==> config.mk <==
export PLATFORM = sky130hd
export DESIGN_NAME = lsu_ctrl
export DESIGN_NICKNAME = d
export VERILOG_FILES = /design/src/rtl/lsu_ctrl.sv
export SDC_FILE = /design/constraint.sdc
export NUM_CORES = 1
export LEC_CHECK = 0
export CORE_UTILIZATION = 30
export DETAILED_ROUTE_END_ITERATION = 10
export GPL_TIMING_DRIVEN = 1
export SYNTH_ARGS = -nofsm -noshare
export SYNTH_HDL_FRONTEND = slang
export SYNTH_SLANG_ARGS = --single-unit
==> constraint.sdc <==
create_clock -name i_clk -period 3.4 [get_ports i_clk]
set_clock_uncertainty 0.1 [all_clocks]
set_input_delay 1.02 -clock i_clk [delete_from_list [all_inputs] [get_ports i_clk]]
set_output_delay 1.02 -clock i_clk [all_outputs]
set_load 0.03 [all_outputs]
==> src/rtl/lsu_ctrl.sv <==
`default_nettype none
// +----------------------------------------------------------------------------+
// | lsu_ctrl : RV32I load/store control ahead of a byte-addressed data memory  |
// | Rev 1.0  : initial release                                                 |
// +----------------------------------------------------------------------------+
module lsu_ctrl #(
  parameter int N = 32,
  localparam int AW = $clog2(N)
) (
  input  logic          i_clk,
  input  logic          i_reset,
  input  logic          i_valid,
  output logic          o_ready,
  input  logic          i_is_store,
  input  logic [2:0]    i_funct3,
  input  logic [31:0]   i_addr,
  input  logic [31:0]   i_st_data,
  output logic [31:0]   o_ld_data,
  output logic          o_done,
  output logic          o_err,
  output logic [AW-1:0] o_mem_addr,
  output logic [3:0]    o_mem_bmask,
  output logic [31:0]   o_mem_wdata,
  output logic          o_mem_wren,
  input  logic [31:0]   i_mem_rdata
);

  typedef enum logic [1:0] {
    S_IDLE   = 2'b00,
    S_ACCESS = 2'b01,
    S_DONE   = 2'b10
  } state_t;

  state_t        r_state;
  state_t        w_state_nxt;
  logic          w_capture;
  logic          r_is_store;
  logic [2:0]    r_funct3;
  logic [AW-1:0] r_addr;
  logic [31:0]   r_st_data;
  logic          r_err;
  logic [31:0]   r_ld_data;

  logic [2:0]    w_size;
  logic          w_bad_f3;
  logic          w_misalign;
  logic          w_out_of_range;
  logic          w_req_err;
  logic [3:0]    w_bmask;
  logic [31:0]   w_ld_ext;

  // Legality of the incoming request, judged before anything is registered
  always_comb begin
    case (i_funct3[1:0])
      2'b00:   w_size = 3'd1;
      2'b01:   w_size = 3'd2;
      default: w_size = 3'd4;
    endcase
  end

  assign w_bad_f3 = i_is_store ? (i_funct3[2] | (i_funct3[1:0] == 2'b11))
                               : ((i_funct3 == 3'b011) | (i_funct3[2:1] == 2'b11));
  assign w_misalign = ((i_funct3[1:0] == 2'b01) & i_addr[0]) |
                      ((i_funct3[1:0] == 2'b10) & (|i_addr[1:0]));
  assign w_out_of_range = ({1'b0, i_addr} + {30'd0, w_size}) > 33'(N);
  assign w_req_err = w_bad_f3 | w_misalign | w_out_of_range;

  always_comb begin
    case (r_funct3[1:0])
      2'b00:   w_bmask = 4'b0001;
      2'b01:   w_bmask = 4'b0011;
      default: w_bmask = 4'b1111;
    endcase
  end

  always_comb begin
    case (r_funct3)
      3'b000:  w_ld_ext = {{24{i_mem_rdata[7]}}, i_mem_rdata[7:0]};
      3'b100:  w_ld_ext = {24'd0, i_mem_rdata[7:0]};
      3'b001:  w_ld_ext = {{16{i_mem_rdata[15]}}, i_mem_rdata[15:0]};
      3'b101:  w_ld_ext = {16'd0, i_mem_rdata[15:0]};
      default: w_ld_ext = i_mem_rdata;
    endcase
  end

  always_ff @(posedge i_clk or negedge i_reset) begin
    if (!i_reset) begin
      r_state <= S_IDLE;
    end else begin
      r_state <= w_state_nxt;
    end
  end

  always_comb begin
    w_state_nxt = r_state;
    w_capture   = 1'b0;
    o_ready     = 1'b0;
    o_done      = 1'b0;
    o_err       = 1'b0;
    o_mem_wren  = 1'b0;
    o_mem_bmask = 4'b0000;
    case (r_state)
      S_IDLE: begin
        o_ready = 1'b1;
        if (i_valid) begin
          w_capture   = 1'b1;
          w_state_nxt = w_req_err ? S_DONE : S_ACCESS;
        end
      end
      S_ACCESS: begin
        o_mem_bmask = w_bmask;
        o_mem_wren  = r_is_store;
        w_state_nxt = S_DONE;
      end
      S_DONE: begin
        o_done      = 1'b1;
        o_err       = r_err;
        w_state_nxt = S_IDLE;
      end
      default: w_state_nxt = S_IDLE;
    endcase
  end

  // Load result is cleared at acceptance so stores and faults report zero
  always_ff @(posedge i_clk or negedge i_reset) begin
    if (!i_reset) begin
      r_is_store <= 1'b0;
      r_funct3   <= 3'd0;
      r_addr     <= '0;
      r_st_data  <= 32'd0;
      r_err      <= 1'b0;
      r_ld_data  <= 32'd0;
    end else if (w_capture) begin
      r_is_store <= i_is_store;
      r_funct3   <= i_funct3;
      r_addr     <= i_addr[AW-1:0];
      r_st_data  <= i_st_data;
      r_err      <= w_req_err;
      r_ld_data  <= 32'd0;
    end else if ((r_state == S_ACCESS) && !r_is_store) begin
      r_ld_data  <= w_ld_ext;
    end
  end

  assign o_mem_addr  = r_addr;
  assign o_mem_wdata = r_st_data;
  assign o_ld_data   = r_ld_data;

endmodule
`default_nettype wire

## After elaboration in Yosys (flattened, before gate mapping)

Cells that the tools add are included.
W data, S select, Z words.

- Flip-flop bits (word level): 76
- Input port bits: 103
- Output and inout bits: 77

- Add/sub/neg operators: 1
- $lt $le $gt $ge: 1
- Equal/unequal tests: 12
- Mux-type cells: 16
- Bitwise gates (word level): 7
- Reductions and logical operators: 8

Operator list:

| kind | count |
|---|---|
| $pmux W32 S4 | 1 |
| $mux W32 | 2 |
| $add A32 B3 Y33 | 1 |
| $gt A33 B6 Y1 const B | 1 |
| $eq A2 B2 Y1 const B | 4 |
| $pmux W4 S2 | 1 |
| $mux W1 | 7 |
| $eq A2 B1 Y1 const B | 3 |
| $eq A3 B3 Y1 const B | 2 |
| $logic_not A2 Y1 | 3 |
| $pmux W3 S2 | 1 |
| $or A1 B1 Y1 | 5 |
| $mux W2 | 2 |
| $mux W4 | 1 |
| $pmux W2 S2 | 1 |
| $eq A3 B1 Y1 const B | 1 |
| $eq A3 B2 Y1 const B | 1 |
| $logic_not A3 Y1 | 1 |
| $and A1 B1 Y1 | 2 |
| $ne A2 B2 Y1 const B | 1 |
| $reduce_bool A2 Y1 | 1 |
| $reduce_or A2 Y1 | 1 |
| $logic_and A1 B1 Y1 | 1 |
| $logic_not A1 Y1 | 1 |

## Longest topological paths before layout

Gate-level depths: netlist of run 1.

- Depth in word-level cells: 8
- Mapped depth: 10

## Worst setup path before layout of run 1

No wires, ideal clock.

- Kind: input to register
- From: input port i_funct3[1]
- To: register r_state[0]
- Arrival: 3.523 ns
- Setup slack: -0.319 ns
- Stages: 10
- Buffers on the path: 0
- Cells stage by stage: nor2_1 > ha_1 > fa_1 > a21oi_1 > or4_4 > o41ai_2 > and3_1 > nand3_1 > or4_4 > nor4_2

- Longest elaborated chain between the ends: 8
- Elaborated cells between the ends (all ways): 20

RTL lines:

| what | line | RTL |
|---|---|---|
| start, declared | 15 | `input logic [2:0] i_funct3,` |
| $eq A2 B1 Y1, or another cell as far along | 54, 63 |  |
| $pmux W3 S2, or another cell as far along | 54 | `case (i_funct3[1:0])` |
| $add A32 B3 Y33, or another cell as far along | 65 | `assign w_out_of_range = ({1'b0, i_addr} + {30'd0, w_size}) > 33'(N);` |
| $gt A33 B6 Y1 or $or A1 B1 Y1 (tied branches) | 65, 66 |  |
| $or A1 B1 Y1 * | 66 | `assign w_req_err = w_bad_f3 \| w_misalign \| w_out_of_range;` |
| $mux W2 * | 107 | `w_state_nxt = w_req_err ? S_DONE : S_ACCESS;` |
| $mux W2 * | 105 | `if (i_valid) begin` |
| $pmux W2 S2 * | 102 | `case (r_state)` |
| end signal, assigned | 90 | `r_state <= w_state_nxt;` |
| end, declared | 34 | `state_t r_state;` |

Mark *: on every way between the ends. The rest lies on a longest branch, timed or not. The select of a mux whose other input is x is not followed.
A chain may end at the register's enable or synchronous reset.

## Worst setup path in the final report of run 1

- From: input port i_addr[0]
- To: register r_state[0]

- Longest elaborated chain between the ends: 8
- Elaborated cells between the ends (all ways): 11

RTL lines:

| what | line | RTL |
|---|---|---|
| start, declared | 16 | `input logic [31:0] i_addr,` |
| branches (longest 4 deep; another with $add A32 B3 Y33) | n/a |  |
| $or A1 B1 Y1 * | 66 |  |
| $mux W2 * | 107 |  |
| $mux W2 * | 105 |  |
| $pmux W2 S2 * | 102 |  |

Mark *: on every way between the ends. The select of a mux whose other input is x is not followed.

==> metrics.txt, run 1 <==
# TYPE chip_impl_metric gauge
chip_impl_info{name="crit_chain",value="clkdlybuf4s15_2, ha_4, fa_2, a21oi_4, or4_4, buf_4, nor3_2, o31a_1, a211o_1, or4_4, nor4_4"} 1
chip_impl_metric{name="setup-violations-final",unit=""} 0
chip_impl_metric{name="antenna_found_initial",unit=""} 0
chip_impl_info{name="tritoncts_clock_tree",value="done"} 1
chip_impl_info{name="critical_path.most_common_cell",value="or4_4"} 1
chip_impl_metric{name="cts_buffers",unit=""} 9
chip_impl_metric{name="core-area",unit="mm²"} 0.01282
chip_impl_metric{name="min_period_over_period",unit="%"} 98.56
chip_impl_metric{name="nFillCells",unit=""} 1145
chip_impl_metric{name="critPathMaxFanout",unit=""} 3
chip_impl_metric{name="detailed_place_hpwl",unit="mm"} 9.677
chip_impl_metric{name="cts.hold.buffers_added",unit=""} 0
chip_impl_metric{name="report.final.hold_viol_count",unit=""} 0
chip_impl_info{name="min-delay-path-class",value="flop to flop"} 1
chip_impl_info{name="most_instantiated_flip_flop_cell_in_the_synthesis_netlist",value="dfrtp_1"} 1
chip_impl_metric{name="synth.lib_cells_used.distinct",unit=""} 55
chip_impl_metric{name="area_delta_synth_final",unit="%"} 71.44
chip_impl_metric{name="synthesis.area_per_instance",unit="µm²"} 10.28
chip_impl_metric{name="fin_tns_setup",unit="ps"} 0
chip_impl_metric{name="first_global_vias",unit=""} 3972
chip_impl_metric{name="clk_pin_slew_worst_paths",unit="ps"} 50
chip_impl_metric{name="synth_enable_flop_cells",unit=""} 0
chip_impl_metric{name="grt_overflow",unit=""} 0
chip_impl_metric{name="post_route_setup_slack",unit="ps"} 48.79
chip_impl_info{name="synth_common_cells",value="76 x dfrtp_1, 44 x nand2_1, 42 x mux2_2"} 1
chip_impl_info{name="synth.area.top_cells",value="dfrtp_1 47%, mux2_2 12%, nand2_1 4.1%"} 1
chip_impl_metric{name="ffs_w_async_s_r_synth",unit="%"} 100.0
chip_impl_metric{name="power.static_leakage",unit="nW"} 2.841
chip_impl_metric{name="peakVddDrop",unit="V"} 0.0002272
chip_impl_info{name="run_status",value="finished, final reports clean"} 1
chip_impl_metric{name="drt-initial-drc-count",unit=""} 186
chip_impl_metric{name="ios",unit=""} 180
chip_impl_metric{name="critPathArrivalTime",unit="ps"} 3480
chip_impl_metric{name="buffer_depth_of_the_longest_clock_path",unit=""} 2
chip_impl_metric{name="whs_path_depth",unit=""} 2
chip_impl_metric{name="finish.net_count",unit=""} 735
chip_impl_metric{name="max_slew.worst_pin.slew",unit="ps"} 965.6
chip_impl_metric{name="chipHeight",unit="µm"} 117.6
chip_impl_metric{name="grt_pass1_wl",unit="mm"} 20.65
chip_impl_metric{name="floorplan.rows",unit=""} 41
chip_impl_metric{name="reg2reg_slack",unit="ps"} 1410
chip_impl_info{name="cts-root-buf",value="clkbuf_16"} 1
chip_impl_metric{name="die_area",unit="mm²"} 0.01383
chip_impl_metric{name="logic_depth_of_the_worst_register_to_register_path",unit=""} 7
chip_impl_metric{name="dp_slack",unit="ps"} -730.4
chip_impl_metric{name="grt_max_degree",unit=""} 77
chip_impl_metric{name="timing.fmax",unit="MHz"} 298.4
chip_impl_metric{name="tritoncts_sink_count",unit=""} 76
chip_impl_metric{name="effective_utilization_at_floorplan",unit="%"} 31.26
chip_impl_metric{name="die_width",unit="µm"} 117.6
chip_impl_metric{name="synth_sequential_area_ratio",unit="%"} 47.44
chip_impl_metric{name="report.final.slew_viol_count",unit=""} 0
chip_impl_metric{name="period_needed",unit="ps"} 3351
chip_impl_info{name="unrepaired_setup_endpoints_after_global_routing",value="yes"} 1
chip_impl_metric{name="clock_latency_at_the_later_pin_of_the_worst_skew_pair",unit="ps"} 330
chip_impl_metric{name="routabilityCongestion",unit=""} 0.8633
chip_impl_metric{name="drv.max_cap_violation_count",unit=""} 0
chip_impl_info{name="worstHoldEndpoint",value="o_ld_data[20]"} 1
chip_impl_metric{name="number_of_iterations_in_the_first_detailed_routing_pass",unit=""} 4
chip_impl_info{name="timing.hold.worst.start",value="o_ld_data[20]"} 1
chip_impl_metric{name="max_slew_headroom",unit="%"} 35.62
chip_impl_metric{name="post_dr_wirelength_cell",unit="µm"} 15.71
chip_impl_metric{name="syn-instance-count",unit=""} 390
chip_impl_info{name="critPathCaptureType",value="flop"} 1
chip_impl_info{name="post-synth-top-area-cell",value="dfrtp_1"} 1
chip_impl_metric{name="critical-path-max-stage-delay",unit="ps"} 500
chip_impl_metric{name="drtAntennaViolNets",unit=""} 0
chip_impl_info{name="critPathLaunchType",value="primary input"} 1
chip_impl_metric{name="antenna_cells",unit=""} 0
chip_impl_info{name="synth_most_common_cell",value="dfrtp_1"} 1
chip_impl_metric{name="p_per_area",unit="mW/mm²"} 383.5
chip_impl_metric{name="post_synth_instance_area",unit="mm²"} 0.004009
chip_impl_metric{name="gr-usage-all-layers",unit="%"} 18.58
chip_impl_metric{name="avgViaCountPerCell",unit=""} 4.906
chip_impl_metric{name="port_buffer_count",unit=""} 179
chip_impl_metric{name="yosys_warnings",unit=""} 0
chip_impl_info{name="regToRegStartpoint",value="r_state[0]"} 1
chip_impl_info{name="rr_endpoint",value="o_ld_data[17]"} 1
chip_impl_metric{name="postRouteWirelength",unit="mm"} 12.65
chip_impl_info{name="worst_path_max_delay_cell",value="or4_4"} 1
chip_impl_metric{name="final_layout_size_suffix_gt1_share",unit="%"} 24.01
chip_impl_metric{name="crit_required",unit="ps"} 3530
chip_impl_info{name="critical_path_class",value="primary input to flop"} 1
chip_impl_metric{name="postSynthNetCount",unit=""} 497
chip_impl_metric{name="yosysTopAreaCellShare",unit="%"} 47.44
chip_impl_metric{name="drt_drc_violations_left",unit=""} 0
chip_impl_metric{name="clock_tree.htree_level_count",unit=""} 3
chip_impl_metric{name="vias",unit=""} 3949
chip_impl_metric{name="yosys_register_bits",unit=""} 76
-- final cells by class --
type	count	area (µm²)	area share [%]
clock buffer	11	242.7	3.532
timing repair buffer	246	2316	33.70
inverter	8	30.03	0.4369
clock inverter	5	36.28	0.5279
tap	172	215.2	3.131
multi-input combinational	287	2131	31.00
sequential	76	1902	27.67
-- cells by family (layout without fill, tap and decap cells) --
| logic type | count (synthesis) | count (layout) | share of synthesized area (%) |
|---|---|---|---|
| and+or+nand+nor | 154 | 154 | 21.38 |
| AOI/OAI and AO/OA | 79 | 79 | 13.51 |
| DFF | 76 | 76 | 47.44 |
| muxes | 43 | 43 | 12.05 |
| buffers and inverters | 27 | 270 | 2.653 |
| xor gates and xnor gates | 7 | 7 | 1.529 |
| adders and majority gates | 4 | 4 | 1.436 |
-- state kept, by name, summed over array words and instances, names as in the netlist --
| signal | cells |
|---|---|
| r_err | 1 |
| r_state | 2 |
| r_funct3 | 3 |
| o_ld_data | 32 |
| o_mem_wdata | 32 |
| o_mem_addr | 5 |
| r_is_store | 1 |
-- per-stage QoR --
stage / utilization, % / power, mW / cell area (µm²) / std cells / hold WS, ps
6_report: 53.59 / 2.636 / 6873 / 805 / 382.7
5_1_grt: 53.59 / 2.769 / 6873 / 805 / 412.1
4_1_cts: 52.89 / 2.671 / 6783 / 803 / 385.7
3_5_place_dp: 50.44 / 1.770 / 6469 / 785 / 371.8
3_3_place_gp: 50.44 / 1.758 / 6469 / 785 / 363.2
2_1_floorplan: - / 1.370 / 4051 / 390 / 383.8
-- where the power goes --
| group | total [mW] | internal [mW] | switching (mW) | leakage [nW] |
|---|---|---|---|---|
| Sequential | 1.02 | 0.978 | 0.0465 | 0.962 |
| Combinational | 0.733 | 0.377 | 0.356 | 1.75 |
| Clock | 0.878 | 0.515 | 0.363 | 0.128 |
| Total | 2.64 | 1.87 | 0.765 | 2.84 |
-- per-layer routing --
metal | wire length, µm | track usage [%]
met3 | 625 | 3.585
met4 | 133 | 5.609
met5 | 0 | 0
met1 | 6076 | 25.26
met2 | 5811 | 29.81
-- cell usage in the layout, fill, tap and decap left out, types with 13 or more instances in the layout --
cell and count:
dfrtp_1 76, mux2_2 42, nand2_1 44, o21ai_0 27, nor2b_1 18, a22o_1 16
nand3_1 13, buf_4 66, clkdlybuf4s50_1 170, nor2_1 13
-- worst max path at each step --
stage / slack, ps / end / from
after floorplan: 20 / r_state[0] / i_funct3[1]
after global routing: -30 / r_state[1] / i_addr[0]
final: 50 / r_state[0] / i_addr[0]
after detailed placement: -730 / r_err / i_funct3[0]
after global placement: -620 / r_state[0] / i_funct3[0]
after CTS: 50 / r_state[0] / i_addr[8]
-- what timing repair did --
action                                 4_1_cts  5_1_grt
resized for setup                           21       21
setup endpoints to repair                    3        3
endpoints found under the hold margin        0        0
pin swaps                                   11       15
buffers inserted                             2        3
-- worst max-delay path: cells and delay by family --
family	cells	cell delay, ps
compound gates	3	740
buf+inv	2	300
fa+ha+maj	2	550
simple gates	4	850
(Power assumes the default switching activity.)
==> inputs of run 2 (changes only) <==
--- a/config.mk
+++ b/config.mk
@@ -5,6 +5,7 @@
 export SDC_FILE = /design/constraint.sdc
 export NUM_CORES = 1
 export LEC_CHECK = 0
+export CORE_MARGIN = 3
 export CORE_UTILIZATION = 30
 export DETAILED_ROUTE_END_ITERATION = 10
 export GPL_TIMING_DRIVEN = 1
==> run 2 against run 1 <==
Net effect: setup slack improved by 53 ps; register-to-register slack improved by 50 ps; wire length increased by 2.8%; global-route usage decreased by 0.91 points; sequential share of layout area increased by 0.086 points; largest power group unchanged; highest routed layer unchanged.
==> metrics.txt, run 2 (same netlist as run 1, synthesis figures left out) <==
# TYPE chip_impl_metric gauge
chip_impl_metric{name="number_of_iterations_in_the_first_detailed_routing_pass",unit=""} 4
chip_impl_info{name="unrepaired_setup_endpoints_after_global_routing",value="no"} 1
chip_impl_metric{name="critical-path-max-stage-delay",unit="ps"} 510
chip_impl_metric{name="timing.fmax",unit="MHz"} 303.2
chip_impl_metric{name="ios",unit=""} 180
chip_impl_metric{name="avgViaCountPerCell",unit=""} 4.901
chip_impl_metric{name="period_needed",unit="ps"} 3298
chip_impl_metric{name="grt_pass1_wl",unit="mm"} 20.76
chip_impl_metric{name="gr-usage-all-layers",unit="%"} 17.66
chip_impl_metric{name="power.static_leakage",unit="nW"} 2.847
chip_impl_metric{name="port_buffer_count",unit=""} 179
chip_impl_metric{name="routabilityCongestion",unit=""} 0.8596
chip_impl_metric{name="antenna_cells",unit=""} 0
chip_impl_metric{name="seq_power_share",unit="%"} 37.6
chip_impl_metric{name="finish.net_count",unit=""} 732
chip_impl_metric{name="cts.hold.buffers_added",unit=""} 0
chip_impl_info{name="cts-root-buf",value="clkbuf_16"} 1
chip_impl_metric{name="drv.max_cap_violation_count",unit=""} 0
chip_impl_info{name="min-delay-path-class",value="flop to flop"} 1
chip_impl_metric{name="max_slew_headroom",unit="%"} 34.90
chip_impl_metric{name="core-area",unit="mm²"} 0.01282
chip_impl_metric{name="stdcell_count",unit=""} 802
chip_impl_metric{name="power.total",unit="mW"} 2.723
chip_impl_metric{name="drtAntennaViolNets",unit=""} 0
chip_impl_metric{name="peakVddDrop",unit="V"} 0.0002161
chip_impl_metric{name="crit_required",unit="ps"} 3540
chip_impl_metric{name="max_slew.worst_pin.slew",unit="ps"} 976.6
chip_impl_metric{name="clockPowerShare",unit="%"} 35.6
chip_impl_metric{name="critPathMaxFanout",unit=""} 5
chip_impl_metric{name="drt_drc_violations_left",unit=""} 0
chip_impl_info{name="critical-path-top-delay-family",value="simple AND/OR/NAND/NOR gates"} 1
chip_impl_info{name="crit_chain",value="clkdlybuf4s50_1, nand3_2, buf_4, nor4_4, buf_4, nand3_1, xnor2_2, a211o_1, or4_4, nor4_4"} 1
chip_impl_metric{name="clock_tree.htree_level_count",unit=""} 3
chip_impl_info{name="layout_commonest_cell",value="clkdlybuf4s50_1"} 1
chip_impl_metric{name="cellInternalPower",unit="mW"} 1.942
chip_impl_metric{name="drt-initial-drc-count",unit=""} 252
chip_impl_metric{name="grt_max_degree",unit=""} 77
chip_impl_metric{name="vias",unit=""} 3931
chip_impl_metric{name="detailed_place_hpwl",unit="mm"} 9.907
chip_impl_metric{name="floorplan.rows",unit=""} 41
chip_impl_info{name="run_status",value="finished, final reports clean"} 1
chip_impl_metric{name="die_width",unit="µm"} 121.6
chip_impl_metric{name="layout.area.seq",unit="mm²"} 0.001902
chip_impl_metric{name="net_switching_fraction_of_the_power",unit="%"} 28.68
chip_impl_metric{name="nFillCells",unit=""} 1182
chip_impl_info{name="critical_path_class",value="primary input to flop"} 1
chip_impl_info{name="critPathLaunchType",value="primary input"} 1
chip_impl_metric{name="min_period_over_period",unit="%"} 97.01
chip_impl_metric{name="multi_input_comb_area",unit="mm²"} 0.002132
chip_impl_metric{name="first_global_vias",unit=""} 3947
chip_impl_metric{name="area_delta_synth_final",unit="%"} 70.91
chip_impl_metric{name="post_dr_wirelength_cell",unit="µm"} 16.20
chip_impl_metric{name="antenna_found_initial",unit=""} 0
chip_impl_metric{name="report.final.hold_viol_count",unit=""} 0
chip_impl_metric{name="placed_cell_count",unit=""} 781
chip_impl_metric{name="power.share.combinational",unit="%"} 26.8
chip_impl_metric{name="setup-violations-final",unit=""} 0
chip_impl_metric{name="die_area",unit="mm²"} 0.01479
chip_impl_info{name="critPathCaptureType",value="flop"} 1
chip_impl_metric{name="effective_utilization_at_floorplan",unit="%"} 31.26
chip_impl_metric{name="tritoncts_sink_count",unit=""} 76
chip_impl_info{name="worst_path_max_delay_cell",value="clkdlybuf4s50_1"} 1
chip_impl_metric{name="grt_overflow",unit=""} 0
chip_impl_metric{name="buffer_depth_of_the_longest_clock_path",unit=""} 2
chip_impl_info{name="tritoncts_clock_tree",value="done"} 1
chip_impl_metric{name="cts_buffers",unit=""} 9
chip_impl_metric{name="critPathArrivalTime",unit="ps"} 3440
chip_impl_info{name="layout.cells.most_common_list",value="169 x clkdlybuf4s50_1, 76 x dfrtp_1, 66 x buf_4, 44 x nand2_1, 42 x mux2_2"} 1
chip_impl_metric{name="final_layout_size_suffix_gt1_share",unit="%"} 23.65
chip_impl_metric{name="report.final.slew_viol_count",unit=""} 0
chip_impl_metric{name="p_sw",unit="mW"} 0.7808
chip_impl_metric{name="p_per_area",unit="mW/mm²"} 397.4
chip_impl_metric{name="clk_pin_slew_worst_paths",unit="ps"} 60
chip_impl_metric{name="crit_buf_inv",unit=""} 3
chip_impl_metric{name="clock_latency_at_the_later_pin_of_the_worst_skew_pair",unit="ps"} 330
chip_impl_metric{name="postRouteWirelength",unit="mm"} 13.00
chip_impl_metric{name="chipHeight",unit="µm"} 121.6
run 2: changes by cell type in the layout (fill, tap and decap cells not counted), sizes merged:
| cell | change |
|---|---|
| bufinv | +1 |
| dlygate4sd2 | +2 |
| clkinvlp | -2 |
| clkdlybuf4s15 | -1 |
| clkinv | +1 |
| clkdlybuf4s50 | -1 |
| buf | -3 |
run 2: timing repair:
item,in CTS,in global routing
setup endpoints to repair,3,3
cloned,0,0
gates resized for setup,23,12
buffers inserted,3,2
pin swaps,10,4
run 2: worst register-to-register path, cell delays in order (launching register included):
cell,delay (ps)
dfrtp_1,410
nor2_1,270
and2_2,240
buf_4,400
mux2_2,410
run 2: area by class of cell:
cell class,count,area share [%]
repair buffers,243,33.13
multi-input cells,287,31.12
flip-flops and latches,76,27.76
clock buffers,11,3.543
well taps,172,3.141
clock inverters,5,0.8766
inverters,8,0.4383
run 2: through the flow:
step	cell area, µm²	TNS (ps)	hold WS [ps]	util (%)	setup WS (ps)
2_1_floorplan	4051	0	383.8	-	19.07
3_3_place_gp	6426	-1932	361.7	50.11	-658.1
3_5_place_dp	6426	-2241	371.9	50.11	-777.7
4_1_cts	6770	0	384.6	52.79	0.3475
5_1_grt	6852	0	404.1	53.42	11.27
6_report	6852	0	379.8	53.42	101.6
run 2: final timing paths:
path                                    to  slack, ps  cells past startpoint          start
max                             r_state[0]        100                     10      i_addr[9]
min                          o_ld_data[17]        380                      2  o_ld_data[17]
max reg2reg                o_mem_wdata[16]       1460                      4     r_state[0]
min reg2reg                  o_ld_data[17]        380                      2  o_ld_data[17]
max in group asynchronous  o_mem_wdata[26]       1830                      1        i_reset
min in group asynchronous    o_ld_data[18]        750                      1        i_reset
run 2: power groups by stage:
| stage | Combinational (mW) | Clock, mW | Sequential [mW] |
|---|---|---|---|
| after global placement | 0.718 | 0 | 1.03 |
| final | 0.730 | 0.969 | 1.02 |
| after floorplan | 0.207 | 0 | 1.16 |
| after global routing | 0.782 | 1.04 | 1.03 |
| after detailed placement | 0.723 | 0 | 1.04 |
| after CTS | 0.730 | 1.00 | 1.02 |
run 2: routing by layer:
layer  vias to the layer above  GRT usage (%)  part of all wire [%]
li1                       1913              -                     -
met1                      1857          24.18                    44
met2                       149          27.70                    47
met3                        12          4.550                   7.7
met4                         0          5.112                   1.4
met5                         -              0                     0
